File: config.mk
export PLATFORM = sky130hd
export DESIGN_NAME = cmos_capture
export DESIGN_NICKNAME = d
export VERILOG_FILES = /design/src/rtl/cmos_pkg.sv /design/src/rtl/cmos_byte_packer.sv /design/src/rtl/cmos_capture.sv
export SDC_FILE = /design/constraint.sdc
export NUM_CORES = 1
export LEC_CHECK = 0
export CAP_MARGIN = 20
export CORE_MARGIN = 3
export CORE_UTILIZATION = 45
export CTS_BUF_LIST = sky130_fd_sc_hd__clkbuf_2
export DETAILED_ROUTE_END_ITERATION = 8
export MAX_ROUTING_LAYER = met4
export PLACE_DENSITY = 0.76
export SYNTH_ARGS = -nofsm -noshare
export SYNTH_HDL_FRONTEND = slang
export SYNTH_HIERARCHICAL = 1
export SYNTH_SLANG_ARGS = --single-unit
File: constraint.sdc
create_clock -name clk -period 2.6 [get_ports clk]
set_input_delay 0.65 -clock clk [delete_from_list [all_inputs] [get_ports clk]]
set_output_delay 0.65 -clock clk [all_outputs]
set_load 0.02 [all_outputs]
File: src/rtl/cmos_pkg.sv
// Shared types and constants for the camera capture path and its timing generator.
// Holds the capture FSM encoding, default video geometry and bytes-per-pixel limits.
package cmos_pkg;

    typedef enum logic [1:0] {
        IDLE    = 2'd0,
        SYNC    = 2'd1,
        CAPTURE = 2'd2
    } cap_state_e;

    // Default 640x480 geometry, shared with the simulation timing generator
    localparam int DEF_H_ACTIVE = 640;
    localparam int DEF_V_ACTIVE = 480;
    localparam int DEF_H_FRONT  = 16;
    localparam int DEF_H_SYNC   = 96;
    localparam int DEF_H_BACK   = 48;
    localparam int DEF_V_FRONT  = 10;
    localparam int DEF_V_SYNC   = 2;
    localparam int DEF_V_BACK   = 33;

    localparam int BPP_MIN      = 1;
    localparam int BPP_MAX      = 3;
    localparam int PIX_W        = 24;
    localparam int COORD_W      = 11;
    localparam int LINE_BYTES_W = 13;

    function automatic logic [COORD_W-1:0] sat_inc_coord(input logic [COORD_W-1:0] v);
        return (v == 11'd2047) ? v : v + 11'd1;
    endfunction

endpackage

File: src/rtl/cmos_byte_packer.sv
// Collects BPP consecutive bytes into one right-aligned pixel word and raises a
// registered one-cycle strobe when the last byte of a kept pixel is sampled.
module cmos_byte_packer
    import cmos_pkg::*;
#(
    parameter int BPP    = 3,
    parameter int DATA_W = 8
) (
    input  logic              clk,
    input  logic              rst_n,
    input  logic              byte_en,
    input  logic              clear,
    input  logic              keep,
    input  logic [DATA_W-1:0] data,
    output logic              last_byte,
    output logic              pix_strobe,
    output logic [PIX_W-1:0]  pix_word
);

    localparam int CNT_W = 2;
    localparam logic [PIX_W-1:0] PIX_MASK = PIX_W'((64'd1 << (BPP * DATA_W)) - 64'd1);

    logic [CNT_W-1:0] byte_cnt_r;
    logic [PIX_W-1:0] shift_r;
    logic [PIX_W-1:0] shift_next_s;
    logic             pix_strobe_r;
    logic [PIX_W-1:0] pix_word_r;
    logic             last_byte_s;

    // Older bytes fall off the top through the mask, so byte 0 needs no explicit clear
    always_comb begin
        shift_next_s = ((shift_r << DATA_W) | PIX_W'(data)) & PIX_MASK;
        last_byte_s  = byte_en && (byte_cnt_r == CNT_W'(BPP - 1));
    end

    // Byte counter, shift register and registered pixel strobe/word
    always_ff @(posedge clk or negedge rst_n) begin
        if (!rst_n) begin
            byte_cnt_r   <= 2'd0;
            shift_r      <= 24'd0;
            pix_strobe_r <= 1'b0;
            pix_word_r   <= 24'd0;
        end else begin
            pix_strobe_r <= last_byte_s && keep;
            if (clear) begin
                byte_cnt_r <= 2'd0;
                shift_r    <= 24'd0;
            end else if (byte_en) begin
                shift_r <= shift_next_s;
                if (last_byte_s) begin
                    byte_cnt_r <= 2'd0;
                    if (keep) begin
                        pix_word_r <= shift_next_s;
                    end
                end else begin
                    byte_cnt_r <= byte_cnt_r + 2'd1;
                end
            end
        end
    end

    assign last_byte  = last_byte_s;
    assign pix_strobe = pix_strobe_r;
    assign pix_word   = pix_word_r;

endmodule

File: src/rtl/cmos_capture.sv
// Camera receive front end: frames vsync/href/byte stream into pixels with x/y
// coordinates and a linear address, and flags line and frame geometry errors.
module cmos_capture
    import cmos_pkg::*;
#(
    parameter int   H_ACTIVE   = DEF_H_ACTIVE,
    parameter int   V_ACTIVE   = DEF_V_ACTIVE,
    parameter int   BPP        = 3,
    parameter int   DATA_W     = 8,
    parameter logic VS_POL     = 1'b0,
    parameter int   FRAME_SKIP = 0,
    parameter int   ADDR_W     = 19
) (
    input  logic              clk,
    input  logic              rst_n,
    input  logic              cmos_vsync,
    input  logic              cmos_href,
    input  logic [DATA_W-1:0] cmos_data,
    output logic              pix_valid,
    output logic [23:0]       pix_data,
    output logic [10:0]       pix_x,
    output logic [10:0]       pix_y,
    output logic [ADDR_W-1:0] pix_addr,
    output logic              frame_start,
    output logic              frame_done,
    output logic              line_err,
    output logic              frame_err
);

    cap_state_e state_r;
    cap_state_e state_next_s;

    logic sync_act_s, sync_act_r, href_r;
    logic sync_rise_s, sync_fall_s, href_fall_s;
    logic in_capture_s, frame_begin_s, frame_end_s, line_end_s, byte_en_s;
    logic line_has_bytes_s, keep_s, last_byte_s, packer_clear_s;

    logic [COORD_W-1:0]      x_cnt_r, y_cnt_r, lines_done_s;
    logic [ADDR_W-1:0]       addr_cnt_r, row_base_r;
    logic [LINE_BYTES_W-1:0] line_bytes_r;
    logic [3:0]              frame_cnt_r;
    logic                    skip_r;

    logic [COORD_W-1:0] pix_x_r, pix_y_r;
    logic [ADDR_W-1:0]  pix_addr_r;
    logic               frame_start_r, frame_done_r, line_err_r, frame_err_r;

    // Edge detection against the once-registered sync/href levels
    always_comb begin
        sync_act_s       = (cmos_vsync == VS_POL);
        sync_rise_s      = sync_act_s && !sync_act_r;
        sync_fall_s      = !sync_act_s && sync_act_r;
        href_fall_s      = href_r && !cmos_href;
        in_capture_s     = (state_r == CAPTURE);
        frame_begin_s    = (state_r == SYNC) && sync_fall_s;
        frame_end_s      = in_capture_s && sync_rise_s;
        line_end_s       = in_capture_s && href_fall_s;
        byte_en_s        = in_capture_s && cmos_href;
        packer_clear_s   = !in_capture_s || href_fall_s;
        line_has_bytes_s = (line_bytes_r != 13'd0);
        keep_s           = !skip_r && (32'(x_cnt_r) < H_ACTIVE) && (32'(y_cnt_r) < V_ACTIVE);
        // A line ending on the same edge as the frame must still be counted
        lines_done_s     = (line_end_s && line_has_bytes_s) ? sat_inc_coord(y_cnt_r) : y_cnt_r;
    end

    // Input level history register
    always_ff @(posedge clk or negedge rst_n) begin
        if (!rst_n) begin
            sync_act_r <= 1'b0;
            href_r     <= 1'b0;
        end else begin
            sync_act_r <= sync_act_s;
            href_r     <= cmos_href;
        end
    end

    // Capture FSM state register
    always_ff @(posedge clk or negedge rst_n) begin
        if (!rst_n) begin
            state_r <= IDLE;
        end else begin
            state_r <= state_next_s;
        end
    end

    // Capture FSM next-state logic
    always_comb begin
        state_next_s = state_r;
        case (state_r)
            IDLE: begin
                if (sync_act_s) state_next_s = SYNC;
                else            state_next_s = IDLE;
            end
            SYNC: begin
                if (sync_fall_s) state_next_s = CAPTURE;
                else             state_next_s = SYNC;
            end
            CAPTURE: begin
                if (sync_rise_s) state_next_s = SYNC;
                else             state_next_s = CAPTURE;
            end
            default: state_next_s = IDLE;
        endcase
    end

    // Geometry counters, output coordinates and status pulses
    always_ff @(posedge clk or negedge rst_n) begin
        if (!rst_n) begin
            x_cnt_r       <= 11'd0;
            y_cnt_r       <= 11'd0;
            addr_cnt_r    <= '0;
            row_base_r    <= '0;
            line_bytes_r  <= 13'd0;
            frame_cnt_r   <= 4'd0;
            skip_r        <= 1'b0;
            pix_x_r       <= 11'd0;
            pix_y_r       <= 11'd0;
            pix_addr_r    <= '0;
            frame_start_r <= 1'b0;
            frame_done_r  <= 1'b0;
            line_err_r    <= 1'b0;
            frame_err_r   <= 1'b0;
        end else begin
            frame_start_r <= 1'b0;
            frame_done_r  <= 1'b0;
            line_err_r    <= 1'b0;
            frame_err_r   <= 1'b0;
            if (frame_begin_s) begin
                x_cnt_r      <= 11'd0;
                y_cnt_r      <= 11'd0;
                addr_cnt_r   <= '0;
                row_base_r   <= '0;
                line_bytes_r <= 13'd0;
                if (32'(frame_cnt_r) < FRAME_SKIP) begin
                    frame_cnt_r <= frame_cnt_r + 4'd1;
                    skip_r      <= 1'b1;
                end else begin
                    skip_r        <= 1'b0;
                    frame_start_r <= 1'b1;
                end
            end else if (in_capture_s) begin
                if (line_end_s) begin
                    line_err_r   <= (32'(line_bytes_r) != H_ACTIVE * BPP);
                    line_bytes_r <= 13'd0;
                    if (line_has_bytes_s) begin
                        // Row base advances by H_ACTIVE per line instead of multiplying y
                        y_cnt_r    <= lines_done_s;
                        x_cnt_r    <= 11'd0;
                        row_base_r <= row_base_r + ADDR_W'(H_ACTIVE);
                        addr_cnt_r <= row_base_r + ADDR_W'(H_ACTIVE);
                    end
                end else if (byte_en_s) begin
                    line_bytes_r <= (line_bytes_r == 13'h1FFF) ? line_bytes_r : line_bytes_r + 13'd1;
                    if (last_byte_s) begin
                        x_cnt_r    <= sat_inc_coord(x_cnt_r);
                        addr_cnt_r <= addr_cnt_r + ADDR_W'(1);
                        if (keep_s) begin
                            pix_x_r    <= x_cnt_r;
                            pix_y_r    <= y_cnt_r;
                            pix_addr_r <= addr_cnt_r;
                        end
                    end
                end
                if (frame_end_s) begin
                    frame_done_r <= !skip_r;
                    frame_err_r  <= !skip_r && (32'(lines_done_s) != V_ACTIVE);
                end
            end
        end
    end

    cmos_byte_packer #(
        .BPP    (BPP),
        .DATA_W (DATA_W)
    ) u_packer (
        .clk        (clk),
        .rst_n      (rst_n),
        .byte_en    (byte_en_s),
        .clear      (packer_clear_s),
        .keep       (keep_s),
        .data       (cmos_data),
        .last_byte  (last_byte_s),
        .pix_strobe (pix_valid),
        .pix_word   (pix_data)
    );

    assign pix_x       = pix_x_r;
    assign pix_y       = pix_y_r;
    assign pix_addr    = pix_addr_r;
    assign frame_start = frame_start_r;
    assign frame_done  = frame_done_r;
    assign line_err    = line_err_r;
    assign frame_err   = frame_err_r;

endmodule

# Word-level counts from Yosys, hierarchy flattened
# Cells that the tools add are included.
dict set report classes {
  n_addsub 6
  n_mul 0
  div 0
  order_cmp 2
  n_eq_ne 11
  shift 0
  mux 46
  n_bitwise 5
  reduce_logical 29
}
# cell n
set op_table {}
lappend op_table {{two-way mux 19 bit} 9}
lappend op_table {{two-way mux 11 bit} 13}
lappend op_table {{two-way mux 13 bit} 5}
lappend op_table {{two-way mux 16 bit} 2}
lappend op_table {{bitwise OR 24 x 8 -> 24 bit} 1}
lappend op_table {{adder 11 x 1 -> 11 bit, second input constant} 2}
lappend op_table {{== test 11 bit, second input constant} 2}
lappend op_table {{adder 19 x 1 -> 19 bit, second input constant} 1}
lappend op_table {{adder 19 x 10 -> 19 bit, second input constant} 1}
lappend op_table {{adder 13 x 1 -> 13 bit, second input constant} 1}
lappend op_table {{== test 13 bit, second input constant} 1}
lappend op_table {{inequality test 13 x 11 -> 1 bit, second input constant} 1}
lappend op_table {{nonzero test 13 bit} 1}
lappend op_table {{logical AND 1 bit} 11}
lappend op_table {{< comparator 11 x 10 -> 1 bit, second input constant} 1}
lappend op_table {{< comparator 11 x 9 -> 1 bit, second input constant} 1}
lappend op_table {{two-way mux 1 bit} 11}
lappend op_table {{inequality test 11 x 9 -> 1 bit, second input constant} 1}
lappend op_table {{two-way mux 2 bit} 5}
lappend op_table {{AND reduction 4 bit} 2}
lappend op_table {{nonzero test 2 bit} 4}
lappend op_table {{inequality test 3 bit, second input constant} 2}
lappend op_table {{one-hot mux 2 bit (3 select lines)} 1}
lappend op_table {{AND reduction 3 bit} 2}
lappend op_table {{11 further kinds} 18}
dict set report totals {
  reg_bits 165
  latchBits 0
  ram_bits 0
  mem_bits_ro 0
  inputBits 12
  output_inout_bits 70
  wordCells 118
  n_memories 0
}

# Longest topological paths before layout
# Gate-level depths: netlist of run 1.
dict set report depth {
  depth_word 9
  mapped_depth 12
}

# Hierarchy
# The synthesis of run 1 kept the hierarchy.
# module instances cells_per_inst area_per_inst_um2
set modules_own_cells {}
lappend modules_own_cells {cmos_capture 1 577 5632.9}
lappend modules_own_cells {cmos_byte_packer 1 115 1681.6}

# Worst setup path before layout of run 1
# OpenSTA, ideal clock, no wires.
dict set report synth_path {
  kind {input to register}
  from {input cmos_href}
  to {register pix_addr_r[18] (netlist: pix_addr[18])}
  arrival_time_ns 2.083
  required_time_ns 2.475
  path_slack_ns 0.392
  stages 10
  path_buffers 3
  path_cell_list {nand2_1 -> inv_1 -> nand2_1 -> nor2_1 -> and2_1 -> buf_2 -> nand2_1 -> buf_2 -> buf_2 -> mux2_2}
}
dict set report synth_via {
  elab_cells_between_ends 7
}
# item line
set synth_lines {}
lappend synth_lines {{from (decl)} cmos_capture.sv:17} ;# input logic cmos_href,
lappend synth_lines {{logical AND 1 bit} cmos_capture.sv:58} ;# byte_en_s = in_capture_s && cmos_href;
lappend synth_lines {{net byte_en_s} cmos_capture.sv:35} ;# logic in_capture_s, frame_begin_s, frame_end_s, line_end_s, byte_en_s;
lappend synth_lines {{logical AND 1 bit} cmos_byte_packer.sv:33} ;# last_byte_s = byte_en && (byte_cnt_r == CNT_W'(BPP - 1));
lappend synth_lines {{net last_byte_s} cmos_capture.sv:36} ;# logic line_has_bytes_s, keep_s, last_byte_s, packer_clear_s;
lappend synth_lines {{AND reduction 6 bit (no source line)} --}
lappend synth_lines {{to (signal assigned)} cmos_capture.sv:160} ;# pix_addr_r <= addr_cnt_r;
lappend synth_lines {{to (decl)} cmos_capture.sv:45} ;# logic [ADDR_W-1:0] pix_addr_r;
# The timed path passes the listed nets, and every way through them passes these cells.
# A chain may end at the register's enable or synchronous reset.

# Final worst setup path of run 1
dict set report layout_path {
  from {register pix_addr_r[15] (netlist: pix_addr[15])}
  to {output pix_addr[15]}
}
# item line
set layout_lines {}
lappend layout_lines {{to (decl)} cmos_capture.sv:23} ;# output logic [ADDR_W-1:0] pix_addr,
# No word-level cell between the ends.

==> results.yml, run 1 <==
run_status:
  outcome: "complete, no violations"
logic_synthesis:
  avgSynthCellArea_um2: 10.6
  ys_types: 59
  synth_nets: 710
  synthDominantCellAreaShare_pct: 54.1
  ys.warnings.count: 6
  ys.flop_type: "dfrtp_1"
  synthesis.area_um2: 7310
  ys_seq_elements: 158
  synth_area_leader_cell: "dfrtp_1"
  synth_area_leaders: "dfrtp_1 (54%), mux2_2 (8.6%), o21ai_0 (4.6%)"
  ys_seq_area_share_pct: 54.1
  syn_inst: 692
  synth_edf_count: 0
  synth_commonest_cells: "dfrtp_1 (158), nor2_1 (69), o21ai_0 (67), mux2_2 (56), nand2_1 (56)"
  yosysMostFrequentCell: "dfrtp_1"
  synthArstFlopShare_pct: 100
critical_path:
  worstSetupPathType: "reg -> out"
  path_buf_inv: 1
  cp-start-kind: "register"
  critPathMaxFanout: 2
  arrival_ns: 1.81
  path_cells: "clkdlybuf4s50_1"
  slowest_stage: "clkdlybuf4s50_1"
  cp.required_ns: 1.95
  cp_top_family: "buffers and inverters"
  slowest_delay_ns: 0.66
  end_kind: "output pin"
placed_design:
  hpwl_um: 11600
  dp_cells: 998
  numPortBuffers: 81
  pre_cts_slack_ns: -0.112
  postPlaceCellArea_um2: 8640
  place_congestion: 0.913
timing:
  slew_headroom_pct: 48.4
  fmax_mhz: 406
  hold-worst-slack_ns: 0.388
  worst_slack_ns: 0.137
  hold_violations: 0
  period_needed_ns: 2.46
  rsz0062_at_grt: "false"
  setup_violations: 0
  skew_ns: 0.0390
  drv_slew: 0
  tightest_slew_ns: 0.769
  period_share_pct: 94.7
  fin_tns_setup_ns: 0
final_layout:
  layout.cells.non_filler: 1031
  nFillCells: 1352
  fin_util_pct: 57.2
  drive_gt1_share_pct: 17.9
  syn_to_final_growth_pct: 21.6
  final_area_um2: 8890
  antenna_cells: 0
  finalNetCount: 825
routing:
  drc: 0
  ant_nets: 0
  wl_um: 16400
  wl_per_cell_um: 15.9
  drt_iter0_drc: 368
  viasPerCell: 5.54
  first_pass_iters: 5
  dr_total_vias: 5715
floorplanning:
  die_h_um: 133
  die_w_um: 133
  ios: 82
  initial_core_util_pct: 47.1
  core-area_um2: 15500
  fp-row-count: 45
  die_area_um2: 17800
power:
  p_sw_share_pct: 28.8
  p_per_area_nw_per_um2: 477
  power.share.clock_pct: 31.8
  internal_power_mw: 3.02
  peakVddDrop_uv: 416
  leakage_nw: 3.98
  power.total_mw: 4.24
  p_seq_share_pct: 59.3
  comb_power_share_pct: 8.9
  switchingPower_mw: 1.22
clock_network:
  cts_tree: "built"
  numCtsBuffers: 17
  cts_setup_buffers: 0
  ctsLongestPathBuffers: 2
  clk_pin_slew_ns: 0.25
  cts_root_buf: "clkbuf_2"
  clk_latency_ns: 0.76
  cts-htree-levels: 4
  clock_sinks: 158
global_route:
  grt_pass1_wl_um: 27900
  grt_start_max_net_pins: 58
  grt_usage_pct: 19.8
  grt_overflow: 0
  antenna_found_initial: 0
  grt_pass1_vias: 5524
run:
  maxCapViolations: 0
min_path:
  hold_class: "in -> async"
flip-flops by register name, indices dropped and copies added, names as in the netlist, 2 cells and up:
register and flops:
state_r 2, pix_y 11, line_bytes_r 13, row_base_r 12, u_packer/pix_word 24, x_cnt_r 11, y_cnt_r 11, addr_cnt_r 19
pix_x 11, u_packer/byte_cnt_r 2, u_packer/shift_r 16, pix_addr 19
metal layers:
| metal | track usage [%] | vias up | share of wire, % |
|---|---|---|---|
| li1 | - | 2705 | - |
| met1 | 26.2 | 2802 | 45 |
| met2 | 30.3 | 185 | 47 |
| met3 | 5.06 | 23 | 6.6 |
| met4 | 5.83 | 0 | 1.6 |
| met5 | - | - | 0 |
path summary, 6_finish.rpt:
check,start,to,slack [ns],depth (start not counted)
hold / removal,rst_n,addr_cnt_r[0],0.39,2
setup reg to reg,line_bytes_r[1],row_base_r[15],0.21,8
setup / recovery,pix_addr[15],pix_addr[15],0.14,1
max in group asynchronous,rst_n,pix_y[2],1.51,3
min in group clk,cmos_href,href_r,0.50,2
hold reg to reg,u_packer/shift_r[9],u_packer/pix_word[17],0.51,1
area by class of cell:
class | count | area [um^2] | share of cell area (%)
clock buffer | 17 | 85.1 | 0.957
clock inverter | 15 | 151 | 1.70
inverter | 14 | 52.6 | 0.591
multi-input combinational | 487 | 3160 | 35.6
sequential | 158 | 3950 | 44.5
tap | 211 | 264 | 2.97
timing repair buffer | 129 | 1220 | 13.8
cell usage in the layout, fill, tap and decap left out, drive strengths merged, types with 10 or more instances in the layout:
master / netlist / routed
nor2: 70 / 70
nand4: 13 / 13
clkbuf: 21 / 17
a21oi: 33 / 33
inv: 14 / 23
and3: 13 / 13
buf: 12 / 48
nand3: 32 / 32
mux2: 57 / 57
nand2: 57 / 57
xor2: 21 / 21
dfrtp: 158 / 158
xnor2: 10 / 10
nor3: 10 / 10
mux2i: 17 / 17
clkdlybuf4s50: 0 / 80
o21ai: 71 / 71
timing repair:
item,in CTS,in global routing
endpoints found under the setup margin,5,0
gates resized for setup,1,0
hold buffers,1,0
endpoints found under the hold margin,52,0
power groups by stage:
stage | Clock (mW) | Combinational, mW | Sequential (mW)
2_1_floorplan | 0 | 0.186 | 2.56
3_3_place_gp | 0 | 0.373 | 2.55
3_5_place_dp | 0 | 0.378 | 2.56
4_1_cts | 1.39 | 0.382 | 2.52
5_1_grt | 1.50 | 0.422 | 2.52
6_report | 1.35 | 0.377 | 2.52
logic make-up (layout without fill, tap and decap cells):
group,count (synthesis),count (layout),share of synthesized area (%)
simple gates,233,233,15.9
flops,158,158,54.1
compound gates,143,143,11.4
mux,74,74,11.1
buf+inv,47,175,2.81
xor+xnor,31,31,3.71
fa+ha+maj,6,6,1.03
Note: power is estimated with default switching activity, not from simulation.
==> run 2, diff against run 1 <==
Settings changed: CAP_MARGIN 20 to unset.
==> results of run 2 <==
No change in the layout: final DEF, timing and power equal those of run 1.
